## src/rtl/mat_pkg.sv

```systemverilog
// Shared types and constants for the matrix job cores.
//   mat_mode_t  : element operation select (wrap/saturating add/sub)
//   mat_state_t : start/busy/done job FSM states
//   MAT_SAT_MAX_64 : positive saturation bound source (supports WIDTH <= 64)
package mat_pkg;

    typedef enum logic [1:0] {
        MAT_ADD     = 2'b00,
        MAT_SUB     = 2'b01,
        MAT_ADD_SAT = 2'b10,
        MAT_SUB_SAT = 2'b11
    } mat_mode_t;

    typedef enum logic [1:0] {
        ST_IDLE = 2'b00,
        ST_RUN  = 2'b01,
        ST_DONE = 2'b10
    } mat_state_t;

    localparam int unsigned MAT_MAX_WIDTH  = 64;
    localparam logic [63:0] MAT_SAT_MAX_64 = 64'h7FFF_FFFF_FFFF_FFFF;

    // Mode decode helpers shared by all element-wise lanes.
    function automatic logic mode_is_sub(input mat_mode_t m);
        return (m == MAT_SUB) || (m == MAT_SUB_SAT);
    endfunction

    function automatic logic mode_is_sat(input mat_mode_t m);
        return (m == MAT_ADD_SAT) || (m == MAT_SUB_SAT);
    endfunction

endpackage

```

## src/rtl/mat_ew_lane.sv

```systemverilog
// One combinational element lane: result = a op b on WIDTH-bit signed values.
//   a, b   : operands (two's complement)
//   mode   : operation
//   result : wrapped or clamped result
//   ovf    : result did not fit in WIDTH signed bits (wrapped or clamped)
module mat_ew_lane
    import mat_pkg::*;
#(
    parameter int unsigned WIDTH = 32
) (
    input  logic [WIDTH-1:0] a,
    input  logic [WIDTH-1:0] b,
    input  mat_mode_t        mode,
    output logic [WIDTH-1:0] result,
    output logic             ovf
);

    localparam logic [WIDTH-1:0] SAT_MAX = WIDTH'(MAT_SAT_MAX_64 >> (MAT_MAX_WIDTH - WIDTH));
    localparam logic [WIDTH-1:0] SAT_MIN = ~SAT_MAX;

    logic [WIDTH:0] a_ext;
    logic [WIDTH:0] b_ext;
    logic [WIDTH:0] sum;

    // One guard bit: overflow shows as disagreement between the top two bits.
    assign a_ext = {a[WIDTH-1], a};
    assign b_ext = {b[WIDTH-1], b};
    assign sum   = mode_is_sub(mode) ? (a_ext - b_ext) : (a_ext + b_ext);
    assign ovf   = sum[WIDTH] ^ sum[WIDTH-1];

    // Guard bit carries the true sign, so it picks the clamp direction.
    always_comb begin
        result = sum[WIDTH-1:0];
        if (mode_is_sat(mode) && ovf) begin
            result = sum[WIDTH] ? SAT_MIN : SAT_MAX;
        end
    end

endmodule

```

## src/rtl/mat_ew_unit.sv

```systemverilog
// Element-wise matrix engine C = A op B, LANES elements per beat.
//   clk, reset_n : clock, async active-low reset
//   start, mode  : job request and operation, sampled in IDLE
//   a_flat, b_flat : row-major operands, element k at [k*WIDTH +: WIDTH]
//   c_flat       : registered result, same layout
//   busy, done   : job handshake (done is a one-cycle pulse)
//   ovf          : sticky overflow/clamp flag for the last job
module mat_ew_unit
    import mat_pkg::*;
#(
    parameter int unsigned ROWS  = 3,
    parameter int unsigned COLS  = 3,
    parameter int unsigned WIDTH = 32,
    parameter int unsigned LANES = 1
) (
    input  logic                        clk,
    input  logic                        reset_n,
    input  logic                        start,
    input  logic [1:0]                  mode,
    input  logic [ROWS*COLS*WIDTH-1:0]  a_flat,
    input  logic [ROWS*COLS*WIDTH-1:0]  b_flat,
    output logic [ROWS*COLS*WIDTH-1:0]  c_flat,
    output logic                        busy,
    output logic                        done,
    output logic                        ovf
);

    localparam int unsigned N     = ROWS * COLS;
    localparam int unsigned NW    = N * WIDTH;
    localparam int unsigned BEATS = (N + LANES - 1) / LANES;
    localparam int unsigned CW    = (BEATS > 1) ? $clog2(BEATS) : 1;
    localparam int unsigned DW    = (NW > 1) ? $clog2(NW) : 1;

    mat_state_t      state;
    mat_mode_t       mode_q;
    logic [CW-1:0]   beat;
    logic [NW-1:0]   a_q;
    logic [NW-1:0]   b_q;

    logic [LANES-1:0] lane_v;
    logic [LANES-1:0] lane_o;
    logic [WIDTH-1:0] lane_r    [LANES];
    logic [DW-1:0]    lane_base [LANES];

    // Lane l of beat j handles element j*LANES+l; lanes past N are inert.
    for (genvar l = 0; l < LANES; l++) begin : g_lane
        logic [31:0]      k;
        logic [31:0]      k_safe;
        logic [WIDTH-1:0] la;
        logic [WIDTH-1:0] lb;

        assign k            = 32'(beat) * 32'(LANES) + 32'(l);
        assign lane_v[l]    = (k < 32'(N));
        assign k_safe       = lane_v[l] ? k : 32'd0;
        assign lane_base[l] = DW'(k_safe * 32'(WIDTH));
        assign la           = a_q[lane_base[l] +: WIDTH];
        assign lb           = b_q[lane_base[l] +: WIDTH];

        mat_ew_lane #(.WIDTH(WIDTH)) u_lane (
            .a      (la),
            .b      (lb),
            .mode   (mode_q),
            .result (lane_r[l]),
            .ovf    (lane_o[l])
        );
    end

    // Job FSM, operand snapshot and result write-back.
    always_ff @(posedge clk or negedge reset_n) begin
        if (!reset_n) begin
            state  <= ST_IDLE;
            mode_q <= MAT_ADD;
            beat   <= '0;
            a_q    <= '0;
            b_q    <= '0;
            c_flat <= '0;
            busy   <= 1'b0;
            done   <= 1'b0;
            ovf    <= 1'b0;
        end else begin
            case (state)
                ST_IDLE: begin
                    done <= 1'b0;
                    if (start) begin
                        a_q    <= a_flat;
                        b_q    <= b_flat;
                        mode_q <= mat_mode_t'(mode);
                        ovf    <= 1'b0;
                        beat   <= '0;
                        busy   <= 1'b1;
                        state  <= ST_RUN;
                    end
                end
                ST_RUN: begin
                    for (int l = 0; l < LANES; l++) begin
                        if (lane_v[l]) begin
                            c_flat[lane_base[l] +: WIDTH] <= lane_r[l];
                        end
                    end
                    ovf <= ovf | (|(lane_v & lane_o));
                    if (32'(beat) == BEATS - 1) begin
                        busy  <= 1'b0;
                        state <= ST_DONE;
                    end else begin
                        beat <= beat + CW'(1);
                    end
                end
                ST_DONE: begin
                    // First DONE cycle raises the pulse, the second retires it.
                    if (!done) begin
                        done <= 1'b1;
                    end else begin
                        done  <= 1'b0;
                        state <= ST_IDLE;
                    end
                end
                default: begin
                    state <= ST_IDLE;
                    busy  <= 1'b0;
                    done  <= 1'b0;
                end
            endcase
        end
    end

    a_beat_range: assert property (@(posedge clk) disable iff (!reset_n)
        (state == ST_RUN) |-> (32'(beat) < BEATS));

endmodule

```

## config.mk

```make
export PLATFORM = sky130hd
export DESIGN_NAME = mat_ew_unit
export DESIGN_NICKNAME = d
export VERILOG_FILES = /design/src/rtl/mat_pkg.sv /design/src/rtl/mat_ew_lane.sv /design/src/rtl/mat_ew_unit.sv
export SDC_FILE = /design/constraint.sdc
export NUM_CORES = 2
export LEC_CHECK = 0
export CORE_AREA = 2 2 341 343
export DETAILED_ROUTE_END_ITERATION = 16
export DIE_AREA = 0 0 343 345
export PLACE_DENSITY = 0.63
export SLEW_MARGIN = 30
export SYNTH_ARGS = -nofsm -noshare
export SYNTH_HDL_FRONTEND = slang
export SYNTH_HIERARCHICAL = 1
export SYNTH_SLANG_ARGS = --single-unit
```

## constraint.sdc

```tcl
create_clock -name clk -period 8.15 [get_ports clk]
set_input_delay 2.0375 -clock clk [delete_from_list [all_inputs] [get_ports clk]]
set_output_delay 2.0375 -clock clk [all_outputs]
set_load 0.02 [all_outputs]
```

==> results.cfg <==
[run]
maxCapViolCount = 0

[timing]
finalMaxSlewViolations = 0
hold_viol = 0
max_freq_mhz = 129.8
period_minus_slack_ns = 7.703
setup_viol = 0
max_slew_margin_pct = 30.01
worst_pin_slew_ns = 1.050
skew_ns = 0.03386
period_share_pct = 94.52

[die]
ios = 872
coreArea_um2 = 115100
die_y_um = 345
die_area_um2 = 118300
start_util_pct = 36.78
rows = 125
die_w_um = 343

[status]
outcome = finished, final reports clean

[critical_path]
required_ns = 8.72
critical_path_class = flop to flop
cp_data_arrival_time_ns = 8.27
end_kind = flop
crit_fanout = 21
path_buf_inv = 4
slowest_delay_ns = 0.57
cp_slowest_cell = a221oi_1
critPathLaunchType = flop
cpLargestDelayFamily = simple AND/OR/NAND/NOR gates
crit_top_cell = and3_1

[synthesis]
synthXorXnorAreaFrac_pct = 1.262
ys_ff_latch = 875
syn-cell-area_um2 = 42340
synth_warnings = 6
yosys.area.top_type = dfrtp_1
syn_avg_cell_area_um2 = 9.085
synth.area.top_cells = dfrtp_1, nand2_1, mux2_1
yosys.area.top_type_share_pct = 51.72
yosys.area_share.simple_pct = 21.89
ys_async_sr_fraction_pct = 100.0
syn_inst = 4660
synthMuxAreaShare_pct = 9.292
synth_top_family_by_area = simple AND/OR/NAND/NOR gates
ys.flop_type = dfrtp_1
syn_nets = 5281
ys_seq_area_share_pct = 51.72
synth.distinct_cells = 80
synth_edf_count = 0
synth_adder_area_share_pct = 1.200
synth_compound_area_share_pct = 10.32

[detailed_routing]
ant_nets = 0
via_count = 37100
drc = 0
wire_per_inst_um = 24.69
dr.pass1.iters = 8
viasPerCell = 5.277
finalWirelength_mm = 173.6
drt-initial-drc-count = 3296

[cells_and_area]
final_nets = 6027
final_layout_size_suffix_gt1_share_pct = 6.395
instances_no_fill = 7030
area_delta_synth_final_pct = 32.55

[global_route]
overflow = 0
grt_pass1_wl_mm = 253.0
track_usage_pct = 28.82
antenna_found_initial = 30
first_global_vias = 36980
grt_start_max_net_pins = 217

[hold_path]
hold_path_class = flop to flop

[clock_tree]
clockBufferDepth = 3
cts_max_level = 3
clockRootBuffer = clkbuf_16
cts_buffers = 97
clk_latency_ns = 0.70
tritoncts = built
path_clk_slew_ns = 0.06
cts_sinks = 875

[placement]
numPortBuffers = 871
dp_hpwl_mm = 127.0
placed_cells = 6820
place_congestion = 0.9095
## metrics by stage
step                      setup TNS [ns]  cell area [µm²]  utilization [%]  setup slack, ns  hold WS [ns]
after floorplan                        0            42340                -           0.7594        0.4379
after global placement           -0.1510            52440            45.56         -0.02655        0.4501
after detailed placement          -6.453            52480            45.59          -0.2123        0.4544
after CTS                              0            55890            48.55         0.001179        0.4685
after global routing            -0.02497            56100            48.74         -0.02035        0.4854
final                                  0            56120            48.75           0.4466        0.4649
## logic make-up after synthesis
family                   Yosys count
flip-flops                       875
buffers and inverters            436
adder cells (fa/ha/maj)           40
AO/OA/AOI/OAI                    631
AND/OR/NAND/NOR                 2267
XOR/XNOR                          61
multiplexers                     350
## cell usage after synthesis, types with 35 or more instances
master       n
a211oi_1    44
a21oi_1    127
a221oi_1    65
and2_1      36
and3_1      76
buf_2       35
clkbuf_1   236
dfrtp_1    875
ha_1        39
inv_1      117
mux2_1     218
mux2i_1     96
nand2_1   1941
nand4_1     40
nor2_1      48
nor2b_1     47
o211ai_1    38
o21ai_0     73
o21ai_1     60
o221ai_1    62
o22ai_1     35
xnor2_1     46
## tightest hold or removal path, stage by stage, from the launching register on
cell	delay, ns
dfrtp_1	0.33
nand2_1	0.05
nand2_1	0.05
## state kept, by name (all words and copies together), names as in the netlist
name,flops
a_q,288
b_q,288
beat,4
busy,1
c_flat,288
done,1
mode_q,2
ovf,1
state,2
## final cells by class
type | instances | area, µm²
fill | 11000 | 59000
sequential | 875 | 21900
multi-input combinational | 3349 | 18790
clock inverter | 37 | 518.0
inverter | 119 | 452.9
antenna | 17 | 42.54
clock buffer | 145 | 2839
timing repair buffer | 964 | 9661
tap | 1524 | 1907
## cells in the final DEF, fill, tap and decap left out, types with 66 or more instances in the layout
| cell | instances |
|---|---|
| inv_1 | 115 |
| nand2_1 | 1938 |
| mux2_1 | 218 |
| buf_4 | 75 |
| a21oi_1 | 122 |
| clkdlybuf4s50_1 | 870 |
| dfrtp_1 | 872 |
| mux2i_1 | 96 |
| o21ai_1 | 66 |
| clkbuf_16 | 98 |
| and3_1 | 72 |
| o21ai_0 | 67 |
## metal layers
metal / vias up / routed length (µm) / track usage [%]
li1: 17030 / - / -
met1: 18230 / 73220 / 38.65
met2: 1521 / 80720 / 45.99
met3: 295 / 12900 / 5.939
met4: 24 / 6591 / 10.40
met5: - / 161 / 0
## final timing paths
check                         endpoint     start  cells after the start  slack, ns
setup / recovery           c_flat[245]   beat[1]                     26       0.45
hold / removal                a_q[166]  a_q[166]                      2       0.46
max in group asynchronous     a_q[103]   reset_n                      3       4.94
min in group asynchronous  c_flat[127]   reset_n                      1       1.37
hold reg to reg               a_q[166]  a_q[166]                      2       0.46
setup reg to reg           c_flat[245]   beat[1]                     26       0.45
## what timing repair did
action / 4_1_cts / 5_1_grt
endpoints found under the setup margin: 102 / 255
hold buffers: 0 / 0
setup buffers: 2 / 4
pin swaps: 1 / 2
resized for setup: 7 / 7
Power is not shown: default switching activity piles up to over one toggle a cycle in this logic, so the estimate is an artifact.
